[src/rtl/alu_op_sequencer.sv]
// alu_op_sequencer: fetch/decode/execute/write-back controller for an external 32-bit ALU.
// Instructions come from a synchronous ROM. Operands live in a 16-entry register file.
// Each executed instruction takes four cycles: FETCH, DECODE, EXEC and WB.
// rom_addr is loaded on entry to FETCH. The synchronous ROM therefore presents
// the instruction word during DECODE, and DECODE latches it.
module alu_op_sequencer #(
   parameter int ADDR_W = 8,
   parameter int DATA_W = 32
) (
   input  logic              clk,
   input  logic              rst,
   input  logic              start,
   output logic [ADDR_W-1:0] rom_addr,
   input  logic [15:0]       rom_data,
   output logic [3:0]        alu_op,
   output logic [DATA_W-1:0] alu_a,
   output logic [DATA_W-1:0] alu_b,
   input  logic [DATA_W-1:0] alu_out,
   input  logic              alu_carry,
   output logic              busy,
   output logic              done,
   output logic              error,
   output logic              carry_flag,
   input  logic [3:0]        dbg_addr,
   output logic [DATA_W-1:0] dbg_data
);

   typedef enum logic [2:0] {
      S_IDLE   = 3'd0,
      S_FETCH  = 3'd1,
      S_DECODE = 3'd2,
      S_EXEC   = 3'd3,
      S_WB     = 3'd4,
      S_HALT   = 3'd5
   } state_t;

   localparam logic [3:0] OP_HALT = 4'd0;
   localparam logic [3:0] OP_ADD  = 4'd1;
   localparam logic [3:0] OP_LDI  = 4'd2;
   localparam logic [3:0] OP_SUB  = 4'd3;

   state_t              state;
   logic [ADDR_W-1:0]   pc;
   logic [15:0]         ir;
   logic [DATA_W-1:0]   regfile [16];

   // Opcodes with no defined meaning; they stop the program and raise error.
   function automatic logic is_illegal(input logic [3:0] op);
      case (op)
         4'd5, 4'd6, 4'd7, 4'd9, 4'd11, 4'd12, 4'd14: is_illegal = 1'b1;
         default:                                     is_illegal = 1'b0;
      endcase
   endfunction

   // Only ADD and SUB update the carry flag.
   function automatic logic updates_carry(input logic [3:0] op);
      updates_carry = (op == OP_ADD) || (op == OP_SUB);
   endfunction

   // Debug port: asynchronous read of the register file.
   assign dbg_data = regfile[dbg_addr];

   // Sequencer FSM with all outputs and the register file registered in one process.
   always_ff @(posedge clk or posedge rst) begin
      if (rst) begin
         state      <= S_IDLE;
         pc         <= '0;
         ir         <= 16'h0000;
         rom_addr   <= '0;
         alu_op     <= 4'd0;
         alu_a      <= '0;
         alu_b      <= '0;
         busy       <= 1'b0;
         done       <= 1'b0;
         error      <= 1'b0;
         carry_flag <= 1'b0;
         for (int i = 0; i < 16; i++) begin
            regfile[i] <= '0;
         end
      end else begin
         done <= 1'b0;
         case (state)
            S_IDLE, S_HALT: begin
               if (start) begin
                  pc       <= '0;
                  rom_addr <= '0;
                  error    <= 1'b0;
                  busy     <= 1'b1;
                  state    <= S_FETCH;
               end else begin
                  state <= state;
               end
            end
            S_FETCH: begin
               rom_addr <= pc;
               state    <= S_DECODE;
            end
            S_DECODE: begin
               ir <= rom_data;
               if (rom_data[15:12] == OP_HALT) begin
                  busy  <= 1'b0;
                  done  <= 1'b1;
                  state <= S_HALT;
               end else if (is_illegal(rom_data[15:12])) begin
                  error <= 1'b1;
                  busy  <= 1'b0;
                  done  <= 1'b1;
                  state <= S_HALT;
               end else begin
                  state <= S_EXEC;
               end
            end
            S_EXEC: begin
               // LDI never presents anything to the ALU, so the ALU inputs keep
               // the previous ALU instruction's values.
               if (ir[15:12] != OP_LDI) begin
                  alu_op <= ir[15:12];
                  alu_a  <= regfile[ir[7:4]];
                  alu_b  <= regfile[ir[3:0]];
               end else begin
                  alu_op <= alu_op;
               end
               state <= S_WB;
            end
            S_WB: begin
               if (ir[15:12] == OP_LDI) begin
                  regfile[ir[11:8]] <= DATA_W'(ir[7:0]);
               end else begin
                  regfile[ir[11:8]] <= alu_out;
                  if (updates_carry(ir[15:12])) begin
                     carry_flag <= alu_carry;
                  end else begin
                     carry_flag <= carry_flag;
                  end
               end
               pc       <= pc + ADDR_W'(1'b1);
               rom_addr <= pc + ADDR_W'(1'b1);
               state    <= S_FETCH;
            end
            default: begin
               busy  <= 1'b0;
               state <= S_IDLE;
            end
         endcase
      end
   end

endmodule
[config.mk]
export PLATFORM = sky130hd
export DESIGN_NAME = alu_op_sequencer
export DESIGN_NICKNAME = d
export VERILOG_FILES = /design/src/rtl/alu_op_sequencer.sv
export SDC_FILE = /design/constraint.sdc
export NUM_CORES = 2
export LEC_CHECK = 0
export CAP_MARGIN = 15
export CORE_MARGIN = 4
export CORE_UTILIZATION = 61
export DETAILED_ROUTE_END_ITERATION = 12
export PLACE_DENSITY = 0.89
export SETUP_SLACK_MARGIN = 0.2
export SYNTH_ARGS = -nofsm -noshare
export SYNTH_HDL_FRONTEND = slang
export SYNTH_SLANG_ARGS = --single-unit
[constraint.sdc]
create_clock -name clk -period 24.7 [get_ports clk]
set_input_delay 3.705 -clock clk [delete_from_list [all_inputs] [get_ports clk]]
set_output_delay 3.705 -clock clk [all_outputs]
set_load 0.01 [all_outputs]
# Word level (Yosys, flattened, before mapping)
# Cells that the tools add are included.
# word_totals
ff_bits,619
inputBits,56
output_inout_bits,112
word_cells,110
# classes
addsub,1
magnitude_cmp,5
n_eq_ne,20
muxes,35
bitwise_logic,6
n_reduce_logical,16
# op_table
op,n
$bwmux W512,2
$mux W512,1
$bmux W32 S4,3
$mux W32,7
$demux W32 S4,1
$pmux W8 S3,1
$ge A5 B5 Y1 const B,4
$not A4 Y5,4
$eq A4 B4 Y1 const B,4
$pmux W8 S2,1
$pmux W3 S5,1
$eq A4 B3 Y1 const B,3
$mux W1,12
$mux W3,3
$add A8 B1 Y8 const B,1
$eq A4 B2 Y1 const B,2
$mux W8,1
$reduce_or A7 Y1,1
$eq A3 B2 Y1 const B,2
$eq A3 B3 Y1 const B,2
$ne A2 B2 Y1 const B,3
$reduce_and A2 Y1,3
$reduce_and A3 Y1,2
$lt A5 B1 Y1 const B,1
other kinds (16),18

# Depth between registers and ports, before layout
# logic_depth
ltp_word,8
mapped_depth,8
mapped_depth_nobuf,5

# Least setup slack after synthesis
# Ideal clock, no wire load.
# synth_path
kind,input to output
from,input port dbg_addr[0]
to,output port dbg_data[21]
t_arrival_ns,5.333
required_time_ns,20.995
path_slack_ns,15.662
path_stages,5
path_buffers,3
cell_sequence,buf_2 -> buf_2 -> buf_2 -> mux4_2 -> mux4_2
# synth_between
elab_chain_cells,4
# synth_lines
element,line_no,text
from (decl),24,"input logic [3:0] dbg_addr,"
$not A4 Y5 (implied by the code),61,assign dbg_data = regfile[dbg_addr];
$bmux W32 S4,61,
$mux W32 (implied by the code) (2 in a row),61,
to (decl),25,output logic [DATA_W-1:0] dbg_data
# Every way passes these cells. The select of a mux whose other input is x is not followed.

# Worst setup path after layout
# layout_path
from,input port dbg_addr[1]
to,output port dbg_data[24]
# Same word-level chain as after synthesis.

==> results.txt <==
The flow ran to the end, and the final reports show no timing, DRC or antenna violations. Traced cell by cell, the critical path runs through buf_4 -> buf_4 -> mux4_2 -> mux4_2 -> clkdlybuf4s50_1. The biggest area contributor in the post-synthesis netlist is dfrtp_1.

TritonCTS built the clock tree. The number of CTS-inserted buffers is 60. The sequential element share of the synthesized area came out at 0.450. The number of rows in the core area came out at 86. Once the clock tree was built, the resizer swapped 0 gates to a different size. The first-iteration detailed-routing DRC count came out at between 4k and 5k. The final hold violation count is 0. The count of synthesis-stage warnings from yosys is 0. In this run the clock root is driven by a clkbuf_16.

Data on the critical path arrives at its endpoint at between 7 and 8 ns. The clock tree skew after final layout came out at 0.0249 ns. The post-route fraction of the period consumed by the critical path came out at 0.442. The register bit total from synthesis came out at roughly 620. For the finished layout, the period the worst path requires is 10.91 ns. The post-synthesis cell count came out at 2863. The width of the die came out at 246 µm.

The growth of design area from synthesis to finish came out at 10.8%. Sorting the synthesized cells by how often they occur yields nand2_1, dfrtp_1, mux4_2. For this configuration, the core starts out at a cell density of 0.620. The category of the worst setup path launch point is an input pin. The worst register-to-register path begins at state[1]. The number of enable flip-flop cells after synthesis came out at 0.

VDD sags by at most 97.5 µV. The worst slew slack as a fraction of its limit is 0.189. The remaining routing DRC violations came out at 0.

In this run the critical register-to-register path is captured at alu_b[13]. Ranked by total cell area, the synthesized netlist is headed by dfrtp_1, mux4_2, nand2_1. The number of antenna violations at the first check in global routing is 2. After global routing the overflow that remains totals 0. The max-capacitance violation count is 0. The leading cell type by number of instances after synthesis is nand2_1.

In this run the worst setup path terminates at dbg_data[24]. The clock transition at the register clock pins on the worst setup and hold paths after CTS came out at approximately 0.070 ns. The worst setup path is captured at a primary output.

The die is 246 µm tall. The kind of critical path is input pin to primary output. The final max-slew violation count is 0. During I/O placement, the number of pins put on the boundary was 168.

The net count of the mapped netlist is 2920. The standard cell with the maximum stage delay on the critical path is buf_4. The total placed instance area came out at 0.0361 mm².

The number of sinks on the clock net is between 600 and 700. The tightest min-delay check is of the flop to flop type. Setup repair after global routing left no endpoint under its margin. The number of unique standard cell types used by synthesis came out at 55. The required time at the worst-slack endpoint came out at ~21 ns.

The total negative slack for setup checks is 0 ns. Averaged over all synthesized cells, the footprint is 12.0 µm². For this run, the leading register cell type out of synthesis is dfrtp_1. The static leakage power came out at ~15 nW.

The quantity of I/O buffers inserted on ports is 167. The final route contains 28.2k vias. The setup violation total in the final timing report is 0. The post-cts hold buffer count is 0. The largest incremental delay on the critical path came out at ~1.0 ns. The via count of the first global-routing pass came out at 29.9k.

The total number of H-tree levels is 2. Summed over all nets, the half-perimeter wirelength after detailed placement is 61500 µm. The peak fanout along the critical path came out at 70.

The largest net degree at the start of global routing is roughly 120. Summed over all layers, the routed wires come to 110000 µm. The total power per unit cell area came out at 135 mW/mm². The actual transition at the worst max-transition pin came out at between 1 and 1.5 ns. The first-pass GRT wire length came out at 170000 µm. Across every metal layer, demand over resource in global routing totals 0.368.

In this run the worst setup path begins at dbg_addr[1]. After synthesis, the share of flip-flops with an asynchronous set or reset is 1.00. Of the cells placed in the final design, the portion with a size suffix greater than 1 is 0.254. The number of cells after detailed placement came out at 3549.

The cell depth of the worst flop-to-flop path came out at 5. The netlist area before placement came out at 0.0344 mm². The count of TritonRoute iterations in the first routing pass is 9.

No sink is reached through more buffers than the 3 on the longest clock path. The internal reg-to-reg setup slack is 21.00 ns. The area enclosed by the die boundary is 0.0603 mm². After clock tree synthesis, the setup repair step added 0 buffers. The post-route non-filler standard cell count came out at 3665. Routability-driven placement finished with a final weighted congestion of around 0.88.

The per-cell routed wire length came out at between 30 and 40 µm. The maximum clock frequency came out at 91.7 MHz. The area share of the leading cell type in the synthesized netlist came out at 0.450.

The detailed-route vias per instance is 7.71. The final instance area is about 0.038 mm². The final antenna-violating net count is 0. The number of nets in the final layout is 2921. The clock insertion delay at the later pin of the skew report is 0.67 ns. Summing internal, switching and leakage power gives 5.13 mW. The area of the core came out at around 0.056 mm².
-- sequential cells by signal, summed over array words and instances (netlist names) --
signal      count
error           1
alu_b          32
done            1
ir             16
alu_op          4
rom_addr        8
alu_a          32
carry_flag      1
regfile       512
state           3
busy            1
pc              8
-- area by class of cell --
cell class	count	area, µm²
antenna	2	5.00
clock buffer	87	1730
clock inverter	26	274
fill	3507	17400
inverter	7	33.8
multi-input combinational	1957	17600
sequential	619	15500
tap	748	936
timing repair buffer	219	2070
-- power by group --
| part | total [mW] | switching, mW | internal, mW | leakage (nW) |
|---|---|---|---|---|
| clock | 0.949 | 0.410 | 0.539 | 0.991 |
| combinational | 2.18 | 1.02 | 1.17 | 8.10 |
| sequential | 2.00 | 0.570 | 1.43 | 6.38 |
-- layout by cell type, fill, tap and decap left out, drive strengths merged, types with 3 or more instances in the layout --
cell type,instances
a21oi,7
nand2,622
nand4,4
clkdlybuf4s50,163
nand2b,6
a22oi,64
or4b,5
dfrtp,619
nor4,4
nand4b,8
mux2,80
mux4,416
inv,9
clkinv,16
and2,4
clkbuf,88
bufinv,5
or3,3
nor3,9
o31ai,6
nand3,136
nor2,13
clkinvlp,3
nor2b,10
buf,55
mux2i,7
o21ai,525
-- layer usage --
metal  vias up  track usage  wire length [µm]
met5         -            0                 0
met4         0        0.258              9660
met3       870        0.140             16900
met2      2845        0.549             49500
met1     13799        0.446             33900
li1      10726            -                 -
-- stage by stage --
step	hold WS [ns]	util	setup WS [ns]
2_1_floorplan	0.477	-	3.66
3_3_place_gp	0.464	0.650	14.00
3_5_place_dp	0.484	0.650	13.86
4_1_cts	0.501	0.687	13.88
5_1_grt	0.520	0.687	13.61
6_report	0.496	0.687	13.79
-- cells by family (layout without fill, tap and decap cells) --
group                    count (synthesis)  count (layout)  share of synthesized area
AND/OR/NAND/NOR                        832             832                      0.102
AO/OA/AOI/OAI                          619             619                      0.103
flip-flops                             619             619                      0.450
multiplexers                           503             503                      0.303
buffers and inverters                  287             339                     0.0411
adder cells (fa/ha/maj)                  2               2                   0.000654
XOR/XNOR                                 1               1                   0.000254
other                                    0               2                          0
-- how the worst min path moves through the flow --
| stage | from | endpoint | slack, ns | cells after the start |
|---|---|---|---|---|
| detailed placement | alu_op[3] | alu_op[3] | 0.48 | 2 |
| global placement | alu_op[3] | alu_op[3] | 0.46 | 2 |
| floorplan | regfile[289] | regfile[289] | 0.48 | 2 |
| CTS | alu_b[10] | alu_b[10] | 0.50 | 2 |
| finish | alu_b[10] | alu_b[10] | 0.50 | 2 |
| global route | alu_op[0] | alu_op[0] | 0.52 | 1 |
-- critical path, delay by kind of cell --
family | cells | cell delay, ns
buffers and inverters | 3 | 2.22
muxes | 2 | 1.20
No activity file was read; power rests on OpenSTA's default activity.
